===== src/rtl/rsa_pkg.sv =====
// Shared RSA datapath constants and the control-state encoding used by
// n0prime_param and the Montgomery multiplier.
package rsa_pkg;

   localparam int RSA_N_W = 1024;
   localparam int RSA_W   = 32;

   typedef enum logic [1:0] {
      ST_IDLE = 2'd0,
      ST_CALC = 2'd1,
      ST_DONE = 2'd2
   } rsa_state_e;

endpackage : rsa_pkg


===== src/rtl/n0prime_param.sv =====
// Computes n0' = -n^-1 mod 2^W (or +n^-1) one bit per cycle: each step adds
// n << i to an accumulator whenever its bit i is still zero.
module n0prime_param
   import rsa_pkg::*;
#(
   parameter int N_W = RSA_N_W,
   parameter int W   = RSA_W
) (
   input  logic           clk,
   input  logic           rst,
   input  logic           start,
   input  logic [N_W-1:0] n,
   input  logic           inv_mode,
   output logic [W-1:0]   n0prime,
   output logic           done,
   output logic           busy,
   output logic           err
);

   localparam int             I_W    = $clog2(W) + 1;
   localparam logic [I_W-1:0] I_LAST = I_W'(W - 1);

   rsa_state_e     state_reg, state_next;
   logic [W-1:0]   n_lat_reg, n_lat_next;
   logic           inv_lat_reg, inv_lat_next;
   logic           odd_lat_reg, odd_lat_next;
   logic [W-1:0]   t_reg, t_next;
   logic [W-1:0]   x_reg, x_next;
   logic [I_W-1:0] i_reg, i_next;
   logic [W-1:0]   result_reg, result_next;
   logic [W-1:0]   n0prime_reg, n0prime_next;
   logic           done_reg, done_next;
   logic           err_reg, err_next;

   logic           accept;
   logic [W-1:0]   t_step;

   // Only the low word of n matters; the upper bits are deliberately dropped.
   generate
      if (N_W > W) begin : g_n_hi
         logic n_hi_unused;
         assign n_hi_unused = ^n[N_W-1:W];
      end
   endgenerate

   // A request landing on the done cycle is refused even though the FSM is idle.
   assign accept = (state_reg == ST_IDLE) && start && !done_reg;
   assign t_step = t_reg + (n_lat_reg << i_reg);

   always_comb begin
      state_next   = state_reg;
      n_lat_next   = n_lat_reg;
      inv_lat_next = inv_lat_reg;
      odd_lat_next = odd_lat_reg;
      t_next       = t_reg;
      x_next       = x_reg;
      i_next       = i_reg;
      result_next  = result_reg;
      n0prime_next = n0prime_reg;
      done_next    = 1'b0;
      err_next     = err_reg;

      case (state_reg)
         ST_IDLE: begin
            if (accept) begin
               n_lat_next   = n[W-1:0];
               inv_lat_next = inv_mode;
               odd_lat_next = n[0];
               err_next     = 1'b0;
               if (n[0]) begin
                  t_next     = '0;
                  x_next     = '0;
                  i_next     = '0;
                  state_next = ST_CALC;
               end else begin
                  result_next = '0;
                  state_next  = ST_DONE;
               end
            end
         end

         ST_CALC: begin
            if (!t_reg[i_reg[I_W-2:0]]) begin
               t_next = t_step;
               x_next = x_reg | (W'(1) << i_reg);
            end
            i_next = i_reg + 1'b1;
            // Load the result from the final x so DONE starts with it ready.
            if (i_reg == I_LAST) begin
               result_next = inv_lat_reg ? (~x_next + W'(1)) : x_next;
               state_next  = ST_DONE;
            end
         end

         ST_DONE: begin
            n0prime_next = odd_lat_reg ? result_reg : '0;
            err_next     = !odd_lat_reg;
            done_next    = 1'b1;
            state_next   = ST_IDLE;
         end

         default: begin
            state_next = ST_IDLE;
         end
      endcase
   end

   always_ff @(posedge clk) begin
      if (rst) begin
         state_reg   <= ST_IDLE;
         n_lat_reg   <= '0;
         inv_lat_reg <= 1'b0;
         odd_lat_reg <= 1'b0;
         t_reg       <= '0;
         x_reg       <= '0;
         i_reg       <= '0;
         result_reg  <= '0;
         n0prime_reg <= '0;
         done_reg    <= 1'b0;
         err_reg     <= 1'b0;
      end else begin
         state_reg   <= state_next;
         n_lat_reg   <= n_lat_next;
         inv_lat_reg <= inv_lat_next;
         odd_lat_reg <= odd_lat_next;
         t_reg       <= t_next;
         x_reg       <= x_next;
         i_reg       <= i_next;
         result_reg  <= result_next;
         n0prime_reg <= n0prime_next;
         done_reg    <= done_next;
         err_reg     <= err_next;
      end
   end

   assign n0prime = n0prime_reg;
   assign done    = done_reg;
   assign err     = err_reg;
   assign busy    = (state_reg != ST_IDLE) || done_reg;

endmodule : n0prime_param


===== config.mk =====
export PLATFORM = sky130hd
export DESIGN_NAME = n0prime_param
export DESIGN_NICKNAME = d
export VERILOG_FILES = /design/src/rtl/rsa_pkg.sv /design/src/rtl/n0prime_param.sv
export SDC_FILE = /design/constraint.sdc
export NUM_CORES = 1
export LEC_CHECK = 0
export BUFFER_PORTS_ARGS = -buffer_cell sky130_fd_sc_hd__buf_2
export CORE_AREA = 2 2 413 415
export CTS_CLUSTER_DIAMETER = 40
export DETAILED_ROUTE_END_ITERATION = 16
export DIE_AREA = 0 0 415 417
export RECOVER_POWER = 50
export SYNTH_ARGS = -nofsm -noshare
export SYNTH_HDL_FRONTEND = slang
export SYNTH_SLANG_ARGS = --single-unit

===== constraint.sdc =====
create_clock -name clk -period 6.7 [get_ports clk]
set_input_delay 0.67 -clock clk [delete_from_list [all_inputs] [get_ports clk]]
set_output_delay 0.67 -clock clk [all_outputs]
set_load 0.01 [all_outputs]

; ---- After elaboration in Yosys (flattened, before gate mapping)
; Cells that the tools add are included.
[totals]
register_bits = 172
mem_count = 0
rom_bits = 0
output_inout_bits = 35
ramBits = 0
latch_bits = 0
input_bits = 1028
[op_classes]
addsub = 3
div_mod_pow = 0
n_eq_ne = 8
bitwise_logic = 2
mul = 0
shifts = 2
magnitude_cmp = 1
n_mux = 25
n_reduce_logical = 15
[ops]
columns = cell, count
row1 = 32-bit 2-to-1 mux, 10
row2 = 32-bit one-hot mux with 2 select lines, 3
row3 = 32-bit by 1-bit adder with 32-bit output (second input constant), 1
row4 = 32-bit adder, 1
row5 = 32-bit NOT, 1
row6 = 32-bit OR, 1
row7 = 1-bit by 6-bit left shift with 32-bit output (first input constant), 1
row8 = 32-bit by 6-bit left shift with 32-bit output, 1
row9 = 6-bit 2-to-1 mux, 2
row10 = 6-bit one-hot mux with 2 select lines, 1
row11 = 2-bit != test (second input constant), 5
row12 = 4-bit AND reduction, 2
row13 = 6-bit by 1-bit adder with 6-bit output (second input constant), 1
row14 = 6-bit by 5-bit equality test with 1-bit output (second input constant), 1
row15 = 5-bit by 6-bit less-than comparator with 1-bit output (second input constant), 1
row16 = 2-bit 2-to-1 mux, 3
row17 = 2-bit AND reduction, 3
row18 = 2-bit nonzero test, 3
row19 = 1-bit binary-select mux with 5-bit select, 1
row20 = 2-bit one-hot mux with 2 select lines, 1
row21 = 1-bit 2-to-1 mux, 3
row22 = 3-bit AND reduction, 1
row23 = 2-bit by 1-bit equality test with 1-bit output (second input constant), 1
row24 = 2-bit equality test (second input constant), 1
row25 = other kinds (5), 7

; ---- Logic depth before layout (Yosys ltp)
; Gate-level depths: netlist of the first run.
[logic_depth]
word_depth = 9
ltp_mapped = 22
mapped_depth_nobuf = 19

; ---- Worst setup path after synthesis of the first run
; No wires, ideal clock.
[synth_path]
kind = reg2reg
from = reg i_reg[0]
to = reg t_reg[31]
synth_period_minus_slack_ns = 4.752
slack_ns = 1.948
stages_incl_launch_ff = 20
arrival_ns = 4.622
t_required_ns = 6.570
n_path_buf = 3
setup_time_ns = 0.130
cell_sequence = dfxtp_1 buf_6 buf_4 buf_1 mux4_2 a21oi_1 a21oi_1 nor2b_1 ha_1 a21oi_1 nor2b_1 o21ai_0 nand3_1 o21ai_1 o21ai_1 o41a_1 a41o_1 and4_1 nor3_1 nor3_1
[synth_between]
elab_chain_cells = 4
[synth_rtl]
columns = item, line_no
row1 = start: declaration, n0prime_param.sv:29  ; logic [I_W-1:0] i_reg, i_next;
row2 = start signal: assignment, n0prime_param.sv:128  ; i_reg <= i_next;
row3 = 32-bit by 6-bit left shift with 32-bit output / 1-bit binary-select mux with 5-bit select (equally long branches), "n0prime_param.sv:48, n0prime_param.sv:83"
row4 = 32-bit adder / 1-bit 2-to-1 mux (equally long branches), "n0prime_param.sv:48, n0prime_param.sv:83"
row5 = 32-bit 2-to-1 mux / 2-bit != test (equally long branches), n/a
row6 = 32-bit one-hot mux with 2 select lines / 4-bit AND reduction (equally long branches), n/a
row7 = end signal: assignment, n0prime_param.sv:126  ; t_reg <= t_next;
row8 = end: declaration, n0prime_param.sv:27  ; logic [W-1:0] t_reg, t_next;
; Parallel ways exist; a longest one is shown, timed or not. The select of a mux whose other input is x is not followed.
; A chain may end at the register's enable or synchronous reset.

; ---- Worst setup path after layout of the first run
; Ends and elaborated chain as after synthesis.

==> results of run 1 <==
[cell families after synthesis]
kind of cell / share of synthesized area (%)
XOR/XNOR: 4.26
AND/OR/NAND/NOR: 20.2
buffers and inverters: 4.29
flip-flops: 33.3
multiplexers: 8.99
AO/OA/AOI/OAI: 24.1
adder cells (fa/ha/maj): 4.82
[layer usage]
metal | track usage [%] | wire length, um | vias to the layer above
met5 | 0 | 0 | -
met4 | 0.903 | 471 | 0
met3 | 1.00 | 2020 | 35
met2 | 7.50 | 18600 | 247
met1 | 4.99 | 15500 | 4546
li1 | - | - | 4662
[cell usage after synthesis, drive strengths merged, types with 5 or more instances]
cell,instances,area (um2)
nand2,202,758
dfxtp,171,3420
nor2,149,562
a21oi,113,566
o21ai,78,390
clkbuf,72,270
a31oi,44,275
ha,38,475
xnor2,33,289
a22o,32,280
mux4,28,631
mux2i,27,270
inv,23,86.3
nand3,22,115
a211oi,20,150
nor2b,17,106
nor3,17,90.1
xor2,17,149
a21o,16,120
buf,16,76.3
and3,12,75.1
a22oi,10,75.1
or3,10,62.6
nand2b,8,50.1
o21a,8,60.1
o22ai,8,50.1
and2,6,37.5
nand4,6,43.8
o41ai,6,75.1
or2,6,40.0
nor4,5,46.3
o211ai,5,51.3
o31ai,5,37.5
[through the flow]
step	hold slack [ns]	area, um2	power [uW]	util (%)	std cells
2_1_floorplan	0.425	10300	1350	-	1282
3_3_place_gp	0.448	13200	1460	7.83	3498
3_5_place_dp	0.450	13200	1460	7.83	3498
4_1_cts	0.436	13800	2510	8.21	3530
5_1_grt	0.456	13800	2600	8.17	3530
6_report	0.454	13800	2490	8.17	3530
[worst max-delay path, stage by stage (launching register included)]
cell     delay [ns]
dfxtp_2        0.78
buf_12         0.28
mux4_2         0.55
a21oi_1        0.30
a21oi_1        0.17
nor2b_1        0.18
ha_1           0.38
a21oi_1        0.17
nor2b_1        0.06
o21ai_0        0.29
nand3_1        0.12
o21ai_1        0.30
o21ai_1        0.21
o41a_1         0.45
a41o_1         0.31
and4_1         0.20
nor3_1         0.23
nor3_1         0.07
[how the worst max path moves through the flow]
stage	start	endpoint	slack (ns)	cells past startpoint
2_1_floorplan	i_reg[0]$_SDFFE_PP0P_	t_reg[31]$_SDFFE_PP0P_	1.95	19
3_3_place_gp	i_reg[0]$_SDFFE_PP0P_	t_reg[31]$_SDFFE_PP0P_	1.58	17
3_5_place_dp	i_reg[0]$_SDFFE_PP0P_	t_reg[31]$_SDFFE_PP0P_	1.53	17
4_1_cts	i_reg[0]$_SDFFE_PP0P_	t_reg[31]$_SDFFE_PP0P_	1.49	17
5_1_grt	i_reg[0]$_SDFFE_PP0P_	t_reg[31]$_SDFFE_PP0P_	0.93	17
6_report	i_reg[0]$_SDFFE_PP0P_	t_reg[31]$_SDFFE_PP0P_	1.33	17
[cells in the final DEF, fill, tap and decap left out, types with 16 or more instances in the layout]
master     instances
a21oi_1          111
nor3_1            16
xnor2_1           33
xor2_1            17
mux2i_1           27
ha_1              38
a21o_1            16
mux4_2            28
nand2_1          202
a22o_1            32
inv_1             21
nor2_1           148
clkbuf_1          38
nor2b_1           17
nand3_1           21
dfxtp_1          169
clkbuf_16         17
o21ai_0           71
buf_2             34
a31oi_1           44
a211oi_1          20
[cell type report]
type / count / share of cell area [%]
clock buffer: 17 / 3.09
clock inverter: 15 / 1.48
inverter: 25 / 0.681
multi-input combinational: 998 / 46.6
sequential: 171 / 24.9
tap: 2218 / 20.1
timing repair buffer: 86 / 3.12
[power breakdown]
group,total (uW),switching [uW],internal (uW)
clock,1050,536,519
sequential,1070,27.9,1040
combinational,371,236,136
==> results.json, run 1 <==
{
  "cts_made_buffers": 17,
  "setup-violations-final": 0,
  "grt_pass1_wl_um": 55800,
  "setup_tns_ns": 0,
  "path_max_fanout": 23,
  "core_um2": 169000,
  "drive_gt1_share_pct": 10.4,
  "min_path_cells": 3,
  "synth_ff_type": "dfxtp_1",
  "portBuffers": 70,
  "path_clk_slew_ns": 0.08,
  "grt_usage_pct": 4.17,
  "startpoint_type": "flip-flop",
  "ys_ff_latch": 171,
  "finalCritPeriodShare_pct": 80.1,
  "status": "finished with violations",
  "netlist_area_um2": 10300,
  "cts_root_buf": "clkbuf_16",
  "gr-total-overflow": 0,
  "drc_errors": 0,
  "worstPathRequired_ns": 6.88,
  "arrival_ns": 5.55,
  "vias": 9490,
  "post-place-ws_ns": 1.53,
  "fin_ws_ns": 1.33,
  "path_class": "reg -> reg",
  "drt_iter0_drc": 673,
  "cts_sinks": 171,
  "nFillCells": 19700,
  "synth-seq-area-share_pct": 33.3,
  "rsz0062_at_grt": "false",
  "wl_um": 36600,
  "final_hold_viol_count": 0,
  "row_count": 151,
  "multiInputGateArea_um2": 6420,
  "post_cts_resize_count": 0,
  "gp_congestion": 0.860,
  "ff_latch_area_um2": 3430,
  "areaGrowthSynthToFinish_pct": 34.1,
  "synth_fp_nets": 2349,
  "ir_drop_uv": 155,
  "reg2reg_from": "i_reg[0]$_SDFFE_PP0P_",
  "grt_pass1_vias": 9077,
  "violations": "max-capacitance violations, max-slew violations",
  "r2r_setup_slack_ns": 1.33,
  "max-cap-violations": 1,
  "maxSlewViolCount": 79,
  "tightestPinTransition_ns": 3.59,
  "htreeDepth": 4,
  "slew_headroom_pct": -139,
  "hold_class": "in -> reg",
  "diodes": 0,
  "start_util_pct": 6.09,
  "syn_inst": 1282,
  "async_reset_ff_share_pct": 0,
  "finalCriticalPeriod_ns": 5.37,
  "dp_hpwl_um": 28600,
  "end_kind": "flip-flop",
  "synth_edf_count": 0,
  "grt_max_degree": 79,
  "antenna_left": 0,
  "cts_setup_buffers": 0,
  "reg2reg_depth": 17,
  "cts_hold_buf": 0,
  "yosysWarnings": 0,
  "min_to": "n_lat_reg[2]$_SDFFE_PP0P_",
  "skew_ns": 0.0149,
  "fmax_mhz": 186,
  "dieArea_um2": 173000,
  "p_leak_uw": 0.00449,
  "power_density_nw_per_um2": 181,
  "insertion_delay_ns": 0.45,
  "min-delay-start": "n[2]",
  "syn_avg_cell_area_um2": 8.01,
  "vias_per_cell": 2.69,
  "r2r-end": "t_reg[31]$_SDFFE_PP0P_",
  "io_pins": 1063,
  "ys_types": 76,
  "fin_nets": 2366,
  "grt_antenna_before_repair": 1,
  "die_width_um": 415,
  "die_h_um": 417,
  "drt-pass1-iter-count": 6,
  "cts_tree": "built",
  "clockBufferDepth": 2,
  "wl_per_cell_um": 10.4
}
Note: power is estimated with default switching activity, not from simulation.
==> run 2: changes to the inputs <==
Settings changed: CORE_AREA 2 2 413 415 to 2 2 419 421, DIE_AREA 0 0 415 417 to 0 0 421 423.
Clock period 6.7 ns to 4.9 ns, I/O delays scaled along.
==> run 2 against run 1 <==
  * The run ends with max-capacitance violations left
  * Sequential cell count did not move
  * Critical path depth did not move
  * Largest cell class unchanged
  * Non-clock buffer count rose by 31
  * Critical path type unchanged
==> results.json, run 2 (same netlist as run 1, synthesis figures left out) <==
{
  "status": "finished with violations",
  "violations": "max-capacitance violations",
  "portBuffers": 70,
  "combPwrFrac_pct": 15.6,
  "final_cell_mix": "nand2_1, dfxtp_1, nor2_1, a21oi_1, o21ai_0",
  "power_density_nw_per_um2": 240,
  "path_clk_slew_ns": 0.08,
  "final_hold_viol_count": 0,
  "die_h_um": 423,
  "gp_congestion": 0.858,
  "fin_ws_ns": 0.375,
  "finalCritPeriodShare_pct": 92.3,
  "finalCriticalPeriod_ns": 4.52,
  "io_pins": 1063,
  "rsz0062_at_grt": "false",
  "skew_ns": 0.0156,
  "wl_um": 37500,
  "arrival_ns": 4.89,
  "htreeDepth": 4,
  "fmax_mhz": 221,
  "reg2reg_from": "i_reg[0]$_SDFFE_PP0P_",
  "top_layer_used": "met4",
  "grt_max_degree": 55,
  "dr_wl_met3_um": 2780,
  "crit_path_start": "i_reg[0]$_SDFFE_PP0P_",
  "row_count": 153,
  "insertion_delay_ns": 0.45,
  "p_switching_uw": 1080,
  "drt_iter0_drc": 781,
  "cts_tree": "built",
  "final_common_cell": "nand2_1",
  "multiInputGateArea_um2": 6420,
  "slew_headroom_pct": 0.855,
  "hold_class": "in -> reg",
  "worstPathRequired_ns": 5.27,
  "wl_met1_um": 15500,
  "path_class": "reg -> reg",
  "cts_sinks": 171,
  "path_cells": "buf_12 -> mux4_2 -> a21oi_1 -> a21oi_1 -> nor2b_1 -> ha_1 -> nand4_1 -> inv_1 -> a21oi_1 -> nand3_1 -> o21ai_1 -> o21ai_1 -> o41a_1 -> a41o_1 -> nor4b_1 -> nor3_1 -> nor3_1",
  "core_um2": 173000,
  "dieArea_um2": 178000,
  "drc_errors": 0,
  "grt_antenna_before_repair": 2,
  "clockBufferDepth": 2,
  "wl_met2_um": 18400,
  "die_width_um": 421,
  "grt_usage_pct": 4.09,
  "min-delay-start": "n[12]",
  "max_stage_delay_ns": 0.53,
  "p_sw_share_pct": 31.7,
  "antenna_left": 0,
  "p_seq_share_pct": 42.6,
  "p_int_uw": 2330,
  "max-cap-violations": 1,
  "end_kind": "flip-flop",
  "drive_gt1_share_pct": 12.6,
  "tightestPinTransition_ns": 1.49,
  "vias_per_cell": 2.64,
  "cpMostUsedCell": "a21oi_1",
  "wl_per_cell_um": 10.2,
  "startpoint_type": "flip-flop",
  "cts_root_buf": "clkbuf_16",
  "slowest_stage": "mux4_2",
  "maxSlewViolCount": 0,
  "ir_drop_uv": 218,
  "start_util_pct": 5.93,
  "areaGrowthSynthToFinish_pct": 37.8,
  "grt_pass1_vias": 9162,
  "pwr-share-clk_pct": 41.7,
  "drt-pass1-iter-count": 5,
  "ff_latch_area_um2": 3430,
  "setup-violations-final": 0,
  "nFillCells": 20200,
  "gr-total-overflow": 0,
  "cts_made_buffers": 17,
  "setup_tns_ns": 0,
  "grt_pass1_wl_um": 56500,
  "p_leak_uw": 0.00464,
  "dp_hpwl_um": 29600,
  "path_max_fanout": 9,
  "cts_hold_buf": 0,
  "vias": 9679,
  "r2r_setup_slack_ns": 0.38,
  "fin_nets": 2397,
  "post-place-ws_ns": 0.224
}
-- run 2: changes by cell type in the layout (fill, tap and decap cells not counted), sizes merged --
cell and delta:
clkinv +1, inv -2, clkinvlp +1, buf +31, diode +1
-- run 2: timing repair --
| item | 4_1_cts | 5_1_grt |
|---|---|---|
| setup buffers | 0 | 5 |
| gates resized for setup | 0 | 4 |
| endpoints found under the setup margin | 0 | 2 |
-- run 2: power by group through the flow --
| stage | sequential, uW | combinational [uW] | clock [uW] |
|---|---|---|---|
| 6_report | 1450 | 531 | 1420 |
| 3_3_place_gp | 1490 | 521 | 0 |
| 4_1_cts | 1450 | 526 | 1450 |
| 3_5_place_dp | 1490 | 523 | 0 |
| 5_1_grt | 1460 | 589 | 1510 |
| 2_1_floorplan | 1470 | 376 | 0 |
-- run 2: path summary, 6_finish.rpt --
check	cells past startpoint	end
setup / recovery	17	t_reg[31]$_SDFFE_PP0P_
hold / removal	3	n_lat_reg[12]$_SDFFE_PP0P_
setup reg to reg	17	t_reg[31]$_SDFFE_PP0P_
hold reg to reg	2	result_reg[29]$_SDFFE_PP0P_
-- run 2: per-layer routing --
metal / vias to the layer above / GRT usage (%)
met5: - / 0
met4: 0 / 1.06
met3: 48 / 1.15
met2: 366 / 7.15
met1: 4541 / 4.86
li1: 4724 / -
-- run 2: metrics by stage --
step                power, uW  hold slack [ns]  instance area [um2]  utilization (%)  std cells
floorplan                1850            0.425                10300                -       1282
global placement         2010            0.446                13500             7.80       3631
detailed placement       2010            0.448                13500             7.80       3631
CTS                      3430            0.267                14100             8.17       3663
global route             3550            0.273                14200             8.17       3668
finish                   3400            0.281                14200             8.17       3669
-- run 2: cell type report --
type	instances	area share, %
multi-input combinational	998	45.4
sequential	171	24.2
tap	2325	20.6
timing repair buffer	117	4.68
clock buffer	17	3.01
clock inverter	15	1.46
inverter	25	0.689
antenna	1	0.0177
-- run 2: worst max-delay path, delay by kind of cell, from the launching register on --
family / cells / cell delay, ns
buffers and inverters: 2 / 0.22
AOI/OAI and AO/OA: 7 / 1.91
muxes: 1 / 0.53
adders and majority gates: 1 / 0.38
DFF: 1 / 0.43
and+or+nand+nor: 6 / 0.98
